### src/rtl/quad_gen.sv
// -----------------------------------------------------------------------------
// quad_gen -- quadrature step generator
//
// On a start command the block emits a number of gray-code transitions on
// (A,B). Transitions are spaced a programmable number of clocks apart, and
// the direction sets the sequence order:
//     forward : 00 -> 01 -> 11 -> 10 -> 00
//     reverse : the exact inverse.
// The A/B phase is kept between commands, so a new command carries on from
// wherever the previous one stopped.
//
// Parameters
//   CNT_W      width of the step count and of the remaining counter
//   DIV_W      width of the step-period divider
//
// Ports
//   hwclk      clock; all state changes happen on its rising edge
//   reset_n    asynchronous active-low reset
//   start      command strobe; only sampled while idle
//   dir        1 = forward (+1), 0 = reverse (-1)
//   steps      number of transitions to emit
//   period     clocks between transitions (0 behaves as 1)
//   abort      ends the active command at once: no further step, no done
//   A, B       registered quadrature outputs
//   busy       high while a command is running
//   done       one-cycle pulse when a command completes normally
//   remaining  number of transitions still to emit
//   position   (only with QUAD_GEN_POSITION_EN) signed 32-bit step position
//
// Optional feature: define QUAD_GEN_POSITION_EN to add the position output.
// -----------------------------------------------------------------------------
module quad_gen #(
    parameter int CNT_W = 16,
    parameter int DIV_W = 16
) (
    input  logic             hwclk,
    input  logic             reset_n,
    input  logic             start,
    input  logic             dir,
    input  logic [CNT_W-1:0] steps,
    input  logic [DIV_W-1:0] period,
    input  logic             abort,
    output logic             A,
    output logic             B,
    output logic             busy,
    output logic             done,
`ifdef QUAD_GEN_POSITION_EN
    output logic signed [31:0] position,
`endif
    output logic [CNT_W-1:0] remaining
);

    typedef enum logic [1:0] {
        IDLE = 2'd0,
        RUN  = 2'd1,
        DONE = 2'd2
    } state_t;

    state_t             state_q, state_d;
    logic               dir_q, dir_d;
    logic [DIV_W-1:0]   period_q, period_d;
    logic [DIV_W-1:0]   div_q, div_d;
    logic [CNT_W-1:0]   rem_q, rem_d;
    logic               a_q, a_d;
    logic               b_q, b_d;
    logic               busy_q, busy_d;
    logic               done_q, done_d;
    logic               step_s;
`ifdef QUAD_GEN_POSITION_EN
    logic signed [31:0] pos_q, pos_d;
`endif

    // Next-state, divider, counter and phase computation.
    always_comb begin
        state_d  = state_q;
        dir_d    = dir_q;
        period_d = period_q;
        div_d    = div_q;
        rem_d    = rem_q;
        a_d      = a_q;
        b_d      = b_q;
        done_d   = 1'b0;
        step_s   = 1'b0;
        case (state_q)
            IDLE: begin
                if (start) begin
                    dir_d    = dir;
                    period_d = (period == {DIV_W{1'b0}}) ? {{(DIV_W-1){1'b0}}, 1'b1} : period;
                    // Divider starts at 1 so the first step lands exactly
                    // period clocks after the accept edge.
                    div_d    = {{(DIV_W-1){1'b0}}, 1'b1};
                    rem_d    = steps;
                    state_d  = (steps != {CNT_W{1'b0}}) ? RUN : DONE;
                end else begin
                    state_d  = IDLE;
                end
            end
            RUN: begin
                if (abort) begin
                    // Abort beats a step that is due on the same edge.
                    state_d = IDLE;
                end else if (div_q == period_q) begin
                    step_s = 1'b1;
                    div_d  = {{(DIV_W-1){1'b0}}, 1'b1};
                    rem_d  = rem_q - {{(CNT_W-1){1'b0}}, 1'b1};
                    // Gray stepping: on equal bits forward moves B and
                    // reverse moves A; on unequal bits it is the other one.
                    if (dir_q == (a_q == b_q)) begin
                        b_d = ~b_q;
                    end else begin
                        a_d = ~a_q;
                    end
                    if (rem_q == {{(CNT_W-1){1'b0}}, 1'b1}) begin
                        state_d = DONE;
                    end else begin
                        state_d = RUN;
                    end
                end else begin
                    div_d = div_q + {{(DIV_W-1){1'b0}}, 1'b1};
                end
            end
            DONE: begin
                done_d  = 1'b1;
                state_d = IDLE;
            end
            default: begin
                state_d = IDLE;
            end
        endcase
        busy_d = (state_d == RUN);
    end

`ifdef QUAD_GEN_POSITION_EN
    // Position tracks every emitted step, wrapping in two's complement.
    always_comb begin
        pos_d = pos_q;
        if (step_s) begin
            pos_d = dir_q ? (pos_q + 32'sd1) : (pos_q - 32'sd1);
        end else begin
            pos_d = pos_q;
        end
    end

    // Position register.
    always_ff @(posedge hwclk or negedge reset_n) begin
        if (!reset_n) begin
            pos_q <= 32'sd0;
        end else begin
            pos_q <= pos_d;
        end
    end

    assign position = pos_q;
`endif

    // State, command latch and output registers.
    always_ff @(posedge hwclk or negedge reset_n) begin
        if (!reset_n) begin
            state_q  <= IDLE;
            dir_q    <= 1'b0;
            period_q <= {DIV_W{1'b0}};
            div_q    <= {DIV_W{1'b0}};
            rem_q    <= {CNT_W{1'b0}};
            a_q      <= 1'b0;
            b_q      <= 1'b0;
            busy_q   <= 1'b0;
            done_q   <= 1'b0;
        end else begin
            state_q  <= state_d;
            dir_q    <= dir_d;
            period_q <= period_d;
            div_q    <= div_d;
            rem_q    <= rem_d;
            a_q      <= a_d;
            b_q      <= b_d;
            busy_q   <= busy_d;
            done_q   <= done_d;
        end
    end

    assign A         = a_q;
    assign B         = b_q;
    assign busy      = busy_q;
    assign done      = done_q;
    assign remaining = rem_q;

endmodule

### config.mk
export PLATFORM = sky130hd
export DESIGN_NAME = quad_gen
export DESIGN_NICKNAME = d
export VERILOG_FILES = /design/src/rtl/quad_gen.sv
export SDC_FILE = /design/constraint.sdc
export NUM_CORES = 1
export LEC_CHECK = 0
export BUFFER_PORTS_ARGS = -buffer_cell sky130_fd_sc_hd__buf_2
export CAP_MARGIN = 25
export CORE_MARGIN = 4
export CORE_UTILIZATION = 55
export CTS_BUF_LIST = sky130_fd_sc_hd__clkbuf_16
export DETAILED_ROUTE_END_ITERATION = 8
export PLACE_DENSITY = 0.79
export SYNTH_ARGS = -nofsm -noshare
export SYNTH_HDL_FRONTEND = slang
export SYNTH_SLANG_ARGS = --single-unit
### constraint.sdc
create_clock -name hwclk -period 3 [get_ports hwclk]
set_input_delay 0.6 -clock hwclk [delete_from_list [all_inputs] [get_ports hwclk]]
set_output_delay 0.6 -clock hwclk [all_outputs]
set_load 0.1 [all_outputs]
==> impl_metrics.toml <==
[run_status]
status = "finished, final reports clean"

[placed_design]
gp_congestion = 0.941
place.detailed.hpwl_um = 5870
placedInstanceArea_um2 = 3500
port-buffer-count = 56

[floorplan]
floorplan.rows = 27
io_pins = 57
die_height_um = 83.2
initial_core_util = 0.565
core-area_um2 = 5510
fp.dieW_um = 83.2
floorplan_die_area_um2 = 6930

[sta]
final.min_clock_period_ns = 2.38
setup_viol_count_final = 0
rsz0062_at_grt = "no"
hold_viol = 0
clock_skew_ns = 0.00553
final-max-slew-violation-count = 0
timing.slew.headroom = 0.493
setup-tns-final_ns = 0
tightestPinTransition_ns = 0.761
post-route-period-util = 0.793
max_freq_ghz = 0.420

[run]
max_cap_viol_count = 0

[synth]
synth.top_cell.area_share = 0.442
syn-cell-area_um2 = 3110
syn-num-nets = 397
synth_top_area_cell = "sky130_fd_sc_hd__dfrtp_1"
synthesis.instances = 357
yosys_register_bits = 55
mean_post_synth_cell_area_um2 = 8.72
synth_ff_type = "sky130_fd_sc_hd__dfrtp_1"
yosysWarnings = 0
synth-seq-area-share = 0.442
yosys.cell_types.count = 53
synth_top_cells_by_area = "sky130_fd_sc_hd__dfrtp_1, sky130_fd_sc_hd__nand2_1, sky130_fd_sc_hd__xor2_1"
asyncSetResetFlopFracSynth = 1.00
ys_top_cells_by_count = "sky130_fd_sc_hd__nand2_1, sky130_fd_sc_hd__dfrtp_1, sky130_fd_sc_hd__nor2_1, sky130_fd_sc_hd__xor2_1, sky130_fd_sc_hd__nor4_1"
synth_most_common_cell = "sky130_fd_sc_hd__nand2_1"
edff_count_synth = 0

[worst_setup_path]
worst-endpoint-arrival_ns = 2.56
slowest_delay_ns = 0.64
cp_data_required_time_ns = 3.18
cp_max_fo = 14
worstSetupPathType = "reg -> reg"
critPathSlowestCell = "sky130_fd_sc_hd__and4_1"
crit_path_start_kind = "flop"
critical_path.cell_chain = "xor2_1, nor4_1, and4_1, buf_4, a21oi_1, a221o_1"
critPathCaptureType = "flop"

[pwr]
share_seq_of_total_power = 0.384
total_leakage_power_nw = 1.68
power.ir.vdd_worst_mv = 0.483
totalPowerFinal_mw = 2.68
power.switching_fraction = 0.438
power.density_nw_per_um2 = 732
power_report.internal_total_mw = 1.51
pwr-share-clk = 0.249
net-switching-power_mw = 1.17
combPwrFrac = 0.367

[clocking]
cts_root_buf = "sky130_fd_sc_hd__clkbuf_16"
clock_sinks = 55
ctsLongestPathBuffers = 2
cts.repair.resized = 0
clk_pin_slew_ns = 0.07
cts_inserted_buffers = 5
worst_skew_pair.late_latency_ns = 0.29
cts-hold-fix-buffers = 0
htree_levels = 2
cts_tree = "done"
cts_setup_buffers = 0

[grt]
gr_util_met3 = 0.0595
wire_length_of_the_first_global_routing_pass_um = 13600
first_global_vias = 2798
gr-max-usage-layer = "met2"
antenna_found_initial = 0
grt-ovfl-total = 0
groute.layer.met2.usage = 0.370
grt_use_met1 = 0.333
grt_usage = 0.237
grt_max_degree = 30

[routing]
post_drt_via_cell_ratio = 6.11
wl_per_cell_um = 16.8
routed-via-count = 2963
drt-pass1-iter-count = 5
detailedRoute.firstIterationViolations = 258
drt_drc_violations_left = 0
wirelength_um = 8170
antenna_left = 0

[finish]
num-nets-final = 452
drive_above_1_share = 0.189
antennaDiodeCount = 0
final_cell_area_um2 = 3660
final.fill_count = 453
area.growth.synth_to_final_pct = 17.7

[hold_path]
min_path_type = "in -> async"
-- worst paths after layout --
path | end | cells past startpoint | startpoint | slack, ns
hold reg to reg | period_q[3] | 2 | period_q[3] | 0.50
max in group asynchronous | div_q[10] | 2 | reset_n | 2.08
setup reg to reg | remaining[9] | 6 | div_q[0] | 0.62
min in group hwclk | period_q[3] | 2 | period_q[3] | 0.50
hold / removal | remaining[5] | 1 | reset_n | 0.33
setup / recovery | remaining[9] | 6 | div_q[0] | 0.62
-- registers in the layout, summed over array words and instances, names as in the netlist --
signal     count
div_q         16
period_q      16
remaining     16
state_q        2
A              1
B              1
busy           1
dir_q          1
done           1
-- layout make-up --
| type | instances | area (um2) | area share |
|---|---|---|---|
| Sequential cell | 55 | 1380 | 0.376 |
| Timing Repair Buffer | 66 | 368 | 0.100 |
| Clock inverter | 3 | 42.5 | 0.0116 |
| Inverter | 6 | 22.5 | 0.00615 |
| Clock buffer | 5 | 125 | 0.0342 |
| Multi-Input combinational cell | 278 | 1640 | 0.447 |
| Tap cell | 72 | 90.1 | 0.0246 |
-- power by group through the flow --
stage	clock network, mW	logic, mW	registers (mW)
after CTS	0.672	0.985	1.03
after global routing	0.705	1.05	1.05
after global placement	0	0.964	1.03
final	0.667	0.985	1.03
after detailed placement	0	0.978	1.04
after floorplan	0	0.346	1.43
-- layer usage --
metal,vias up,routed length (um)
li1,1392,-
met1,1401,3610
met2,153,3690
met3,17,755
met4,0,117
met5,-,0
-- critical path: cells and delay by family (launching register included) --
kind,cells,cell delay (ns)
AO/OA/AOI/OAI,2,0.34
XOR/XNOR,1,0.17
buffers and inverters,1,0.26
flip-flops,1,0.47
AND/OR/NAND/NOR,2,1.02
-- metrics by stage --
step	instances	worst slack [ns]	util	hold slack (ns)
2_1_floorplan	357	0.548	-	0.304
3_3_place_gp	477	0.712	0.635	0.482
3_5_place_dp	477	0.694	0.635	0.488
4_1_cts	485	0.677	0.665	0.352
5_1_grt	485	0.496	0.665	0.376
6_report	485	0.621	0.665	0.326
-- logic make-up (layout without fill, tap and decap cells) --
kind of cell / after synthesis / in the layout / share of synthesized area
and+or+nand+nor: 187 / 187 / 0.291
xor gates and xnor gates: 29 / 29 / 0.0816
adders and majority gates: 3 / 3 / 0.0121
DFF: 55 / 55 / 0.442
buffers and inverters: 24 / 80 / 0.0313
AOI/OAI and AO/OA: 56 / 56 / 0.132
muxes: 3 / 3 / 0.0104
-- layout by cell type (no fill, tap or decap), types with 9 or more instances in the layout --
| master | count |
|---|---|
| sky130_fd_sc_hd__nor2_1 | 33 |
| sky130_fd_sc_hd__xor2_1 | 21 |
| sky130_fd_sc_hd__nand4_1 | 9 |
| sky130_fd_sc_hd__dfrtp_1 | 55 |
| sky130_fd_sc_hd__nand2_1 | 72 |
| sky130_fd_sc_hd__nor3_1 | 12 |
| sky130_fd_sc_hd__buf_2 | 56 |
| sky130_fd_sc_hd__buf_4 | 9 |
| sky130_fd_sc_hd__nor4_1 | 19 |
| sky130_fd_sc_hd__nand3_1 | 11 |
Note: power is estimated with default switching activity, not from simulation.
